<file path="src/rtl/mips_pkg.sv">
// Shared encodings for the multicycle fetch/memory path: PCSrc select, access FSM states, reset PC.
// Also holds the captured memory command layout and the jump-target helper.
package mips_pkg;

  localparam logic [31:0] RESET_PC_DEFAULT = 32'h0000_0000;

  typedef enum logic [1:0] {
    PCSRC_ALURESULT = 2'b00,
    PCSRC_ALUOUT    = 2'b01,
    PCSRC_JUMP      = 2'b10,
    PCSRC_HOLD      = 2'b11
  } pcsrc_t;

  typedef enum logic [1:0] {
    ACC_IDLE = 2'b00,
    ACC_REQ  = 2'b01,
    ACC_DONE = 2'b10
  } acc_state_t;

  typedef enum logic [1:0] {
    OP_FETCH = 2'b00,
    OP_WRITE = 2'b01,
    OP_READ  = 2'b10
  } acc_op_t;

  typedef struct packed {
    logic        we;
    logic [31:0] addr;
    logic [31:0] wdata;
  } mem_cmd_t;

  function automatic logic [31:0] jump_target(input logic [31:0] pc, input logic [31:0] instr);
    return {pc[31:28], instr[25:0], 2'b00};
  endfunction

endpackage

</file>
<file path="src/rtl/mem_access_fsm.sv">
// Memory access sequencer IDLE -> REQ -> DONE (min 3 cycles); holds Stall until mem_ready or timeout.
// Command is captured once on leaving IDLE and held stable for the whole request.
module mem_access_fsm
  import mips_pkg::*;
#(
  parameter int TIMEOUT_CYCLES = 255
) (
  input  logic        cclk,
  input  logic        rstb,
  input  logic        ir_write,
  input  logic        mem_read,
  input  logic        mem_write,
  input  logic        iord,
  input  logic [31:0] pc,
  input  logic [31:0] alu_out,
  input  logic [31:0] write_data,
  input  logic [31:0] mem_rdata,
  input  logic        mem_ready,
  output logic        mem_req,
  output logic        mem_we,
  output logic [31:0] mem_addr,
  output logic [31:0] mem_wdata,
  output logic        stall,
  output logic        commit_ir,
  output logic        commit_mdr,
  output logic [31:0] rd_data,
  output logic        bus_err
);

  localparam int CW = $clog2(TIMEOUT_CYCLES + 1);
  localparam logic [CW-1:0] TO_LAST = CW'(TIMEOUT_CYCLES - 1);

  acc_state_t    state, state_nxt;
  acc_op_t       op_q, op_dmd;
  mem_cmd_t      cmd_q;
  logic [CW-1:0] to_cnt;
  logic          demand;
  logic          timeout;

  assign demand  = ir_write | mem_write | mem_read;
  // Fires on the TIMEOUT_CYCLES-th REQ cycle that still has no mem_ready.
  assign timeout = (state == ACC_REQ) && !mem_ready && (to_cnt == TO_LAST);

  always_comb begin
    op_dmd = OP_READ;
    if (ir_write)       op_dmd = OP_FETCH;
    else if (mem_write) op_dmd = OP_WRITE;
  end

  always_ff @(posedge cclk or negedge rstb) begin
    if (!rstb) state <= ACC_IDLE;
    else       state <= state_nxt;
  end

  always_comb begin
    state_nxt = state;
    case (state)
      ACC_IDLE: if (demand) state_nxt = ACC_REQ;
      ACC_REQ:  if (mem_ready || timeout) state_nxt = ACC_DONE;
      ACC_DONE: state_nxt = ACC_IDLE;
      default:  state_nxt = ACC_IDLE;
    endcase
  end

  // Commit only if the strobe that started the access is still asserted.
  always_comb begin
    stall      = demand && (state != ACC_DONE);
    commit_ir  = 1'b0;
    commit_mdr = 1'b0;
    if (state == ACC_DONE) begin
      commit_ir  = (op_q == OP_FETCH) && ir_write;
      commit_mdr = (op_q == OP_READ) && mem_read;
    end
  end

  always_ff @(posedge cclk or negedge rstb) begin
    if (!rstb) begin
      cmd_q   <= '0;
      op_q    <= OP_FETCH;
      mem_req <= 1'b0;
      to_cnt  <= '0;
      rd_data <= '0;
      bus_err <= 1'b0;
    end else begin
      mem_req <= (state_nxt == ACC_REQ);
      if (state == ACC_IDLE && demand) begin
        op_q        <= op_dmd;
        cmd_q.addr  <= (op_dmd == OP_FETCH || !iord) ? pc : alu_out;
        cmd_q.wdata <= write_data;
        cmd_q.we    <= (op_dmd == OP_WRITE);
        to_cnt      <= '0;
      end
      if (state == ACC_REQ) begin
        if (mem_ready) begin
          rd_data <= mem_rdata;
        end else begin
          to_cnt <= to_cnt + CW'(1);
          if (timeout) begin
            rd_data <= '0;
            bus_err <= 1'b1;
          end
        end
      end
    end
  end

  assign mem_we    = cmd_q.we;
  assign mem_addr  = cmd_q.addr;
  assign mem_wdata = cmd_q.wdata;

endmodule

</file>
<file path="src/rtl/mem_fetch_unit.sv">
// Multicycle fetch/memory unit: PC, IR and MDR registers around mem_access_fsm.
// Stall is combinational; PC advances only when not stalled (DONE cycle for fetches).
module mem_fetch_unit
  import mips_pkg::*;
#(
  parameter logic [31:0] RESET_PC       = RESET_PC_DEFAULT,
  parameter int          TIMEOUT_CYCLES = 255
) (
  input  logic        cclk,
  input  logic        rstb,
  input  logic        IorD,
  input  logic        IRWrite,
  input  logic        MemRead,
  input  logic        MemWrite,
  input  logic        PCWrite,
  input  logic        Branch,
  input  logic [1:0]  PCSrc,
  input  logic [31:0] ALUResult,
  input  logic [31:0] ALUOut,
  input  logic [31:0] WriteData,
  input  logic        Zero,
  output logic        mem_req,
  output logic        mem_we,
  output logic [31:0] mem_addr,
  output logic [31:0] mem_wdata,
  input  logic [31:0] mem_rdata,
  input  logic        mem_ready,
  output logic [31:0] PC,
  output logic [31:0] Instr,
  output logic [31:0] Data,
  output logic        Stall,
  output logic        bus_err
);

  logic        commit_ir;
  logic        commit_mdr;
  logic [31:0] rd_data;
  logic [31:0] pc_nxt;
  logic        pc_en;

  mem_access_fsm #(
    .TIMEOUT_CYCLES(TIMEOUT_CYCLES)
  ) u_access (
    .cclk       (cclk),
    .rstb       (rstb),
    .ir_write   (IRWrite),
    .mem_read   (MemRead),
    .mem_write  (MemWrite),
    .iord       (IorD),
    .pc         (PC),
    .alu_out    (ALUOut),
    .write_data (WriteData),
    .mem_rdata  (mem_rdata),
    .mem_ready  (mem_ready),
    .mem_req    (mem_req),
    .mem_we     (mem_we),
    .mem_addr   (mem_addr),
    .mem_wdata  (mem_wdata),
    .stall      (Stall),
    .commit_ir  (commit_ir),
    .commit_mdr (commit_mdr),
    .rd_data    (rd_data),
    .bus_err    (bus_err)
  );

  always_comb begin
    pc_nxt = PC;
    case (pcsrc_t'(PCSrc))
      PCSRC_ALURESULT: pc_nxt = ALUResult;
      PCSRC_ALUOUT:    pc_nxt = ALUOut;
      PCSRC_JUMP:      pc_nxt = jump_target(PC, Instr);
      default:         pc_nxt = PC;
    endcase
  end

  assign pc_en = (PCWrite | (Branch & Zero)) & ~Stall;

  always_ff @(posedge cclk or negedge rstb) begin
    if (!rstb) begin
      PC    <= RESET_PC;
      Instr <= '0;
      Data  <= '0;
    end else begin
      if (pc_en)      PC    <= pc_nxt;
      if (commit_ir)  Instr <= rd_data;
      if (commit_mdr) Data  <= rd_data;
    end
  end

endmodule

</file>
<file path="config.mk">
export PLATFORM = sky130hd
export DESIGN_NAME = mem_fetch_unit
export DESIGN_NICKNAME = d
export VERILOG_FILES = /design/src/rtl/mips_pkg.sv /design/src/rtl/mem_access_fsm.sv /design/src/rtl/mem_fetch_unit.sv
export SDC_FILE = /design/constraint.sdc
export NUM_CORES = 1
export LEC_CHECK = 0
export ABC_AREA = 1
export BUFFER_PORTS_ARGS = -buffer_cell sky130_fd_sc_hd__buf_2
export CORE_MARGIN = 1.5
export CORE_UTILIZATION = 46
export CTS_CLUSTER_SIZE = 16
export DETAILED_ROUTE_END_ITERATION = 16
export PLACE_DENSITY_LB_ADDON = 0.2
export SLEW_MARGIN = 10
export SYNTH_ARGS = -nofsm -noshare
export SYNTH_HDL_FRONTEND = slang
export SYNTH_SLANG_ARGS = --single-unit
</file>
<file path="constraint.sdc">
create_clock -name cclk -period 1.27 [get_ports cclk]
set_input_delay 0.1905 -clock cclk [delete_from_list [all_inputs] [get_ports cclk]]
set_output_delay 0.1905 -clock cclk [all_outputs]
set_load 0.05 [all_outputs]
</file>
### Word level (Yosys, flattened, before mapping)

Index checks and enable logic that the tools add are counted.

* $add $sub $neg: 1
* multiply operators: 0
* divide/modulo/power cells: 0
* $lt $le $gt $ge: 0
* eq/ne operators: 9
* shift operators: 0
* multiplexer cells: 14
* bitwise operators: 8
* reductions and logical operators: 21

Operators with widths (number)
* 2-to-1 mux 32 bit: 3
* one-hot mux 32 bit (3 select lines): 1
* 2-to-1 mux 8 bit: 3
* adder 8 x 1 -> 8 bit (second input constant): 1
* == test 2 x 1 -> 1 bit (second input constant): 4
* == test 8 bit (second input constant): 1
* zero test 2 bit: 4
* 2-to-1 mux 2 bit: 4
* == test 2 bit (second input constant): 3
* logical AND 1 bit: 6
* AND reduction 3 bit: 2
* one-hot mux 2 bit (2 select lines): 1
* AND reduction 2 bit: 2
* nonzero test 2 bit: 2
* NOT 1 bit: 3
* bitwise OR 1 bit: 3
* nonzero test 3 bit: 1
* AND 1 bit: 2
* zero test 1 bit: 2
* logical OR 1 bit: 2
* 2-to-1 mux 1 bit: 2
* != test 2 bit (second input constant): 1

* register bits after elaboration: 207
* latch bits: 0
* bits in writable memories: 0
* memory bits (read-only): 0
* input bits: 140
* memories: 0

### Depth between registers and ports, before layout

* depth after elaboration: 7
* mapped depth: 10
* depth with buffers taken out: 9

### Cells and area by module

Synthesis repeated with hierarchy kept, for this count alone.

* cell total of the unflattened synthesis: 1044
* area total of the unflattened synthesis: 9379.0 um^2

Modules (own cells, without submodules)
* mem_access_fsm: times used 1, cells each 619, area each 4873.4 um^2, seq. area each 2752.6 um^2
* mem_fetch_unit: times used 1, cells each 425, area each 4505.6 um^2, seq. area each 2402.3 um^2

### Least setup slack after synthesis

OpenSTA, ideal clock, no wires.

* path type: reg2reg
* from: register u_access.op_q[0]
* to: register Data[10]
* setup time: 130 ps
* data arrival time: 1268 ps
* setup slack: -128 ps
* cell stages (with the launch flop): 6
* buffers on the path: 1
* cells stage by stage: dfrtp_1 nor2_1 nand3_2 clkbuf_1 nand2_1 o21ai_0

* longest elaborated chain between the ends: 3

RTL lines
* start, declared: RTL line mem_access_fsm.sv:34 `acc_op_t op_q, op_dmd;`
* start signal, assigned: RTL line mem_access_fsm.sv:87 `op_q <= op_dmd;`
* == test 2 bit: RTL line mem_access_fsm.sv:72 `commit_mdr = (op_q == OP_READ) && mem_read;`
* logical AND 1 bit: RTL line mem_access_fsm.sv:72
* 2-to-1 mux 1 bit: RTL line mem_access_fsm.sv:70 `if (state == ACC_DONE) begin`
* end signal, assigned: RTL line mem_fetch_unit.sv:86 `if (commit_mdr) Data <= rd_data;`
* end, declared: RTL line mem_fetch_unit.sv:30 `output logic [31:0] Data,`

No other way between the ends.
A chain may end at the register's enable or synchronous reset.

### Worst setup path after layout

* from: register u_access.state[1]
* to: output port Stall

* longest elaborated chain between the ends: 2

RTL lines
* start, declared: RTL line mem_access_fsm.sv:33 `acc_state_t state, state_nxt;`
* start signal, assigned: RTL line mem_access_fsm.sv:52 `else state <= state_nxt;`
* != test 2 bit: RTL line mem_access_fsm.sv:67 `stall = demand && (state != ACC_DONE);`
* logical AND 1 bit: RTL line mem_access_fsm.sv:67
* end, declared: RTL line mem_fetch_unit.sv:31 `output logic Stall,`

No other way between the ends.

==> summary.md <==
| Metric | Value |
|---|---|
| Detailed-route DRC error count | `0` |
| Max clock buf depth | `3` |
| Slowest cell delay on critical path | `0.36 ns` |
| Syn Nets | `1,285` |
| Pre-CTS WS | `-0.180 ns` |
| Clock power share | `15.6%` |
| # IOs | `304` |
| Die width | `145 um` |
| Most common cell after layout, fill and taps aside | `nand2_1` |
| Flop and latch count out of synthesis | `206` |
| Cell count after placement | `1,686` |
| Cell Int Power | `21.9 mW` |
| Sw frac | `47.7%` |
| Crit Path Class | `flop to primary output` |
| Dpl cell area | `11,300 sq um` |
| Slowest CP cell | `dfrtp_1` |
| Final setup fails | `231` |
| Initial core utilization | `47.1%` |
| Critical path, cell by cell | `inv_2 > nor2_4 > inv_2 > nand2_4 > clkinvlp_4 > buf_8` |
| Yosys top cell by area | `dfrtp_1` |
| Largest net degree at the start of global routing | `65` |
| Final ANT Viol Nets | `0` |
| Hold_ws | `0.0329 ns` |
| Die H | `145 um` |
| Most common cell on crit path | `inv_2` |
| DR vias | `9,864` |
| Fin nets | `1,739` |
| Comb pwr share | `56.1%` |
| Critical path origin | `u_access.state[1]$_DFF_PN0_` |
| Routed vias/inst | `5.26` |
| Arr. time, crit path | `1.41 ns` |
| Global-route wire length before repair | `49,300 um` |
| Maximum clock rate | `0.627 GHz` |
| Post-route clock period utilization | `126%` |
| Die Area | `20,900 sq um` |
| Crit-path max FO | `2` |
| Worst-skew pair later-pin latency | `0.51 ns` |
| Slew Limit Fails | `0` |
| Worst EP required | `1.08 ns` |
| H-tree depth | `1` |
| Post-Syn Instances | `1,139` |
| Commonest non-fill, non-tap cells in the layout | `nand2_1 (413), dfrtp_1 (200), nand3_1 (142)` |
| RSZ-0062 raised after global routing | `true` |
| Seq pwr share | `28.3%` |
| Area share of the largest cell type after synthesis | `55.9%` |
| Routed WL | `35,700 um` |
| Overflow after GRT | `0` |
| CTS tree | `built` |
| Final instance area | `15,000 sq um` |
| Area grow syn2layout | `62.7%` |
| Depth of the most critical reg-to-reg path | `4` |
| Cell area after synthesis | `9220 sq um` |
| Synth area leaders | `dfrtp_1 (56%), nand2_1 (21%), nand3_1 (7.8%)` |
| Root buffer cell | `clkbuf_16` |
| Reg2Reg Launch Point | `u_access.op_q[0]$_DFFE_PN0P_` |
| Total design power | `41.9 mW` |
| CP Capture Type | `primary output` |
| Seq/Total Area, Yosys | `55.9%` |
| Final hold violations | `0` |
| Final worst path period need | `1.60 ns` |
| Worst-margin pin slew | `0.526 ns` |
| Non-filler cells, final | `1,877` |
| Max Cap Viol | `0` |
| Layout cells sized above 1 | `36.9%` |
| Setup slack after layout | `-0.326 ns` |
| Synth cell types | `24` |
| WHS Path Cells | `4` |
| Port Buffer Count | `303` |
| Violated checks | `negative setup slack` |
| Leakage | `7.93 nW` |
| Post-synthesis area per instance | `8.10 sq um` |
| Post-DP HPWL | `20,600 um` |
| Length of the first detailed-routing pass in iterations | `6` |
| Num rows | `51` |
| Yosys warning count | `0` |
| Vias in the first global route | `9,430` |
| Initial antenna violation count | `8` |
| DRT iter0 DRCs | `580` |
| Setup crit start kind | `flop` |
| Clock slew at reported path FFs | `0.06 ns` |
| Slew headroom | `65.0%` |
| Status | `complete, but fails checks` |
| Peak VDD IR | `2030 uV` |
| Total CTS buffers | `22` |
| Hold WC Path Type | `input pin to flop` |
| Setup total negative slack | `-26.80 ns` |
| DR WL/cell | `19.0 um` |
| Clock sink count | `206` |
| Core Util, Final | `76.6%` |
| Clock Skew | `0.00963 ns` |
| P_sw | `20.0 mW` |
| RD Place Congestion | `0.899` |
| PD cells | `2790 nW/um^2` |
| CORE AREA | `19,600 sq um` |
| GRT Total Usage | `30.7%` |
| HP Start | `MemWrite` |
==> layout make-up <==
class                      count  area [sq um]
antenna                        5          12.5
clock buffer                  33           653
clock inverter                 5          75.1
fill                        1366          4580
inverter                      61           240
multi-input combinational    799          3940
sequential                   206          5160
tap                          265           332
timing repair buffer         503          4600
==> power by group through the flow <==
| stage | logic (mW) | clock network, mW | registers, mW |
|---|---|---|---|
| 2_1_floorplan | 4.63 | 0 | 18.9 |
| 3_3_place_gp | 17.0 | 0 | 11.4 |
| 3_5_place_dp | 17.2 | 0 | 11.4 |
| 4_1_cts | 22.0 | 6.60 | 11.5 |
| 5_1_grt | 24.8 | 6.87 | 12.1 |
| 6_report | 23.5 | 6.53 | 11.8 |
==> kinds of logic (layout without fill, tap and decap cells) <==
logic type      count (synthesis)  after routing  synth area share, %
compound gates                 88             88                 4.83
simple gates                  705            705                 32.1
other cells                     0              5                    0
flops                         206            206                 55.9
buf+inv                       134            602                 6.35
fa+ha+maj                       6              6                0.814
==> final timing paths <==
kind	slack (ns)	to
hold reg to reg	0.48	u_access.mem_wdata[27]$_DFFE_PN0P_
hold / removal	0.03	u_access.op_q[1]$_DFFE_PN0P_
max in group asynchronous	0.46	Instr[21]$_DFFE_PN0P_
min in group asynchronous	0.14	Instr[28]$_DFFE_PN0P_
setup reg to reg	-0.23	Data[7]$_DFFE_PN0P_
setup / recovery	-0.33	Stall
==> synth_stat cells, drive strengths merged <==
| library cell | instances |
|---|---|
| clkbuf | 34 |
| o21bai | 1 |
| buf | 39 |
| o21ai | 82 |
| a21o | 1 |
| nand4 | 32 |
| dfrtp | 206 |
| nor2 | 18 |
| ha | 6 |
| nand2 | 508 |
| inv | 61 |
| a21oi | 4 |
| nand3 | 147 |
==> routing by layer <==
layer | vias to the layer above | routed length [um] | GRT usage, %
met5 | - | 51 | 0
met2 | 507 | 17400 | 51.8
met4 | 8 | 1460 | 12.3
met1 | 4680 | 13400 | 37.7
met3 | 117 | 3350 | 7.78
li1 | 4552 | - | -
==> critical path: cells and delay by family (launching register included) <==
| kind | cells | cell delay (ns) |
|---|---|---|
| flops | 1 | 0.36 |
| buf+inv | 4 | 0.35 |
| simple gates | 2 | 0.19 |
==> state kept, by name, indices dropped and copies added, names as in the netlist, 8 cells and up <==
register and flops:
Data 32, Instr 32, PC 32, u_access.mem_addr 32
u_access.mem_wdata 32, u_access.rd_data 32, u_access.to_cnt 8
==> repair_timing <==
item,CTS,global route
gates cloned,4,11
gates resized for setup,331,146
setup endpoints to repair,224,324
hold buffers,66,0
hold endpoints to repair,271,0
pin swaps,5,23
setup buffers,67,6
Power figures use the tool's default switching activity.
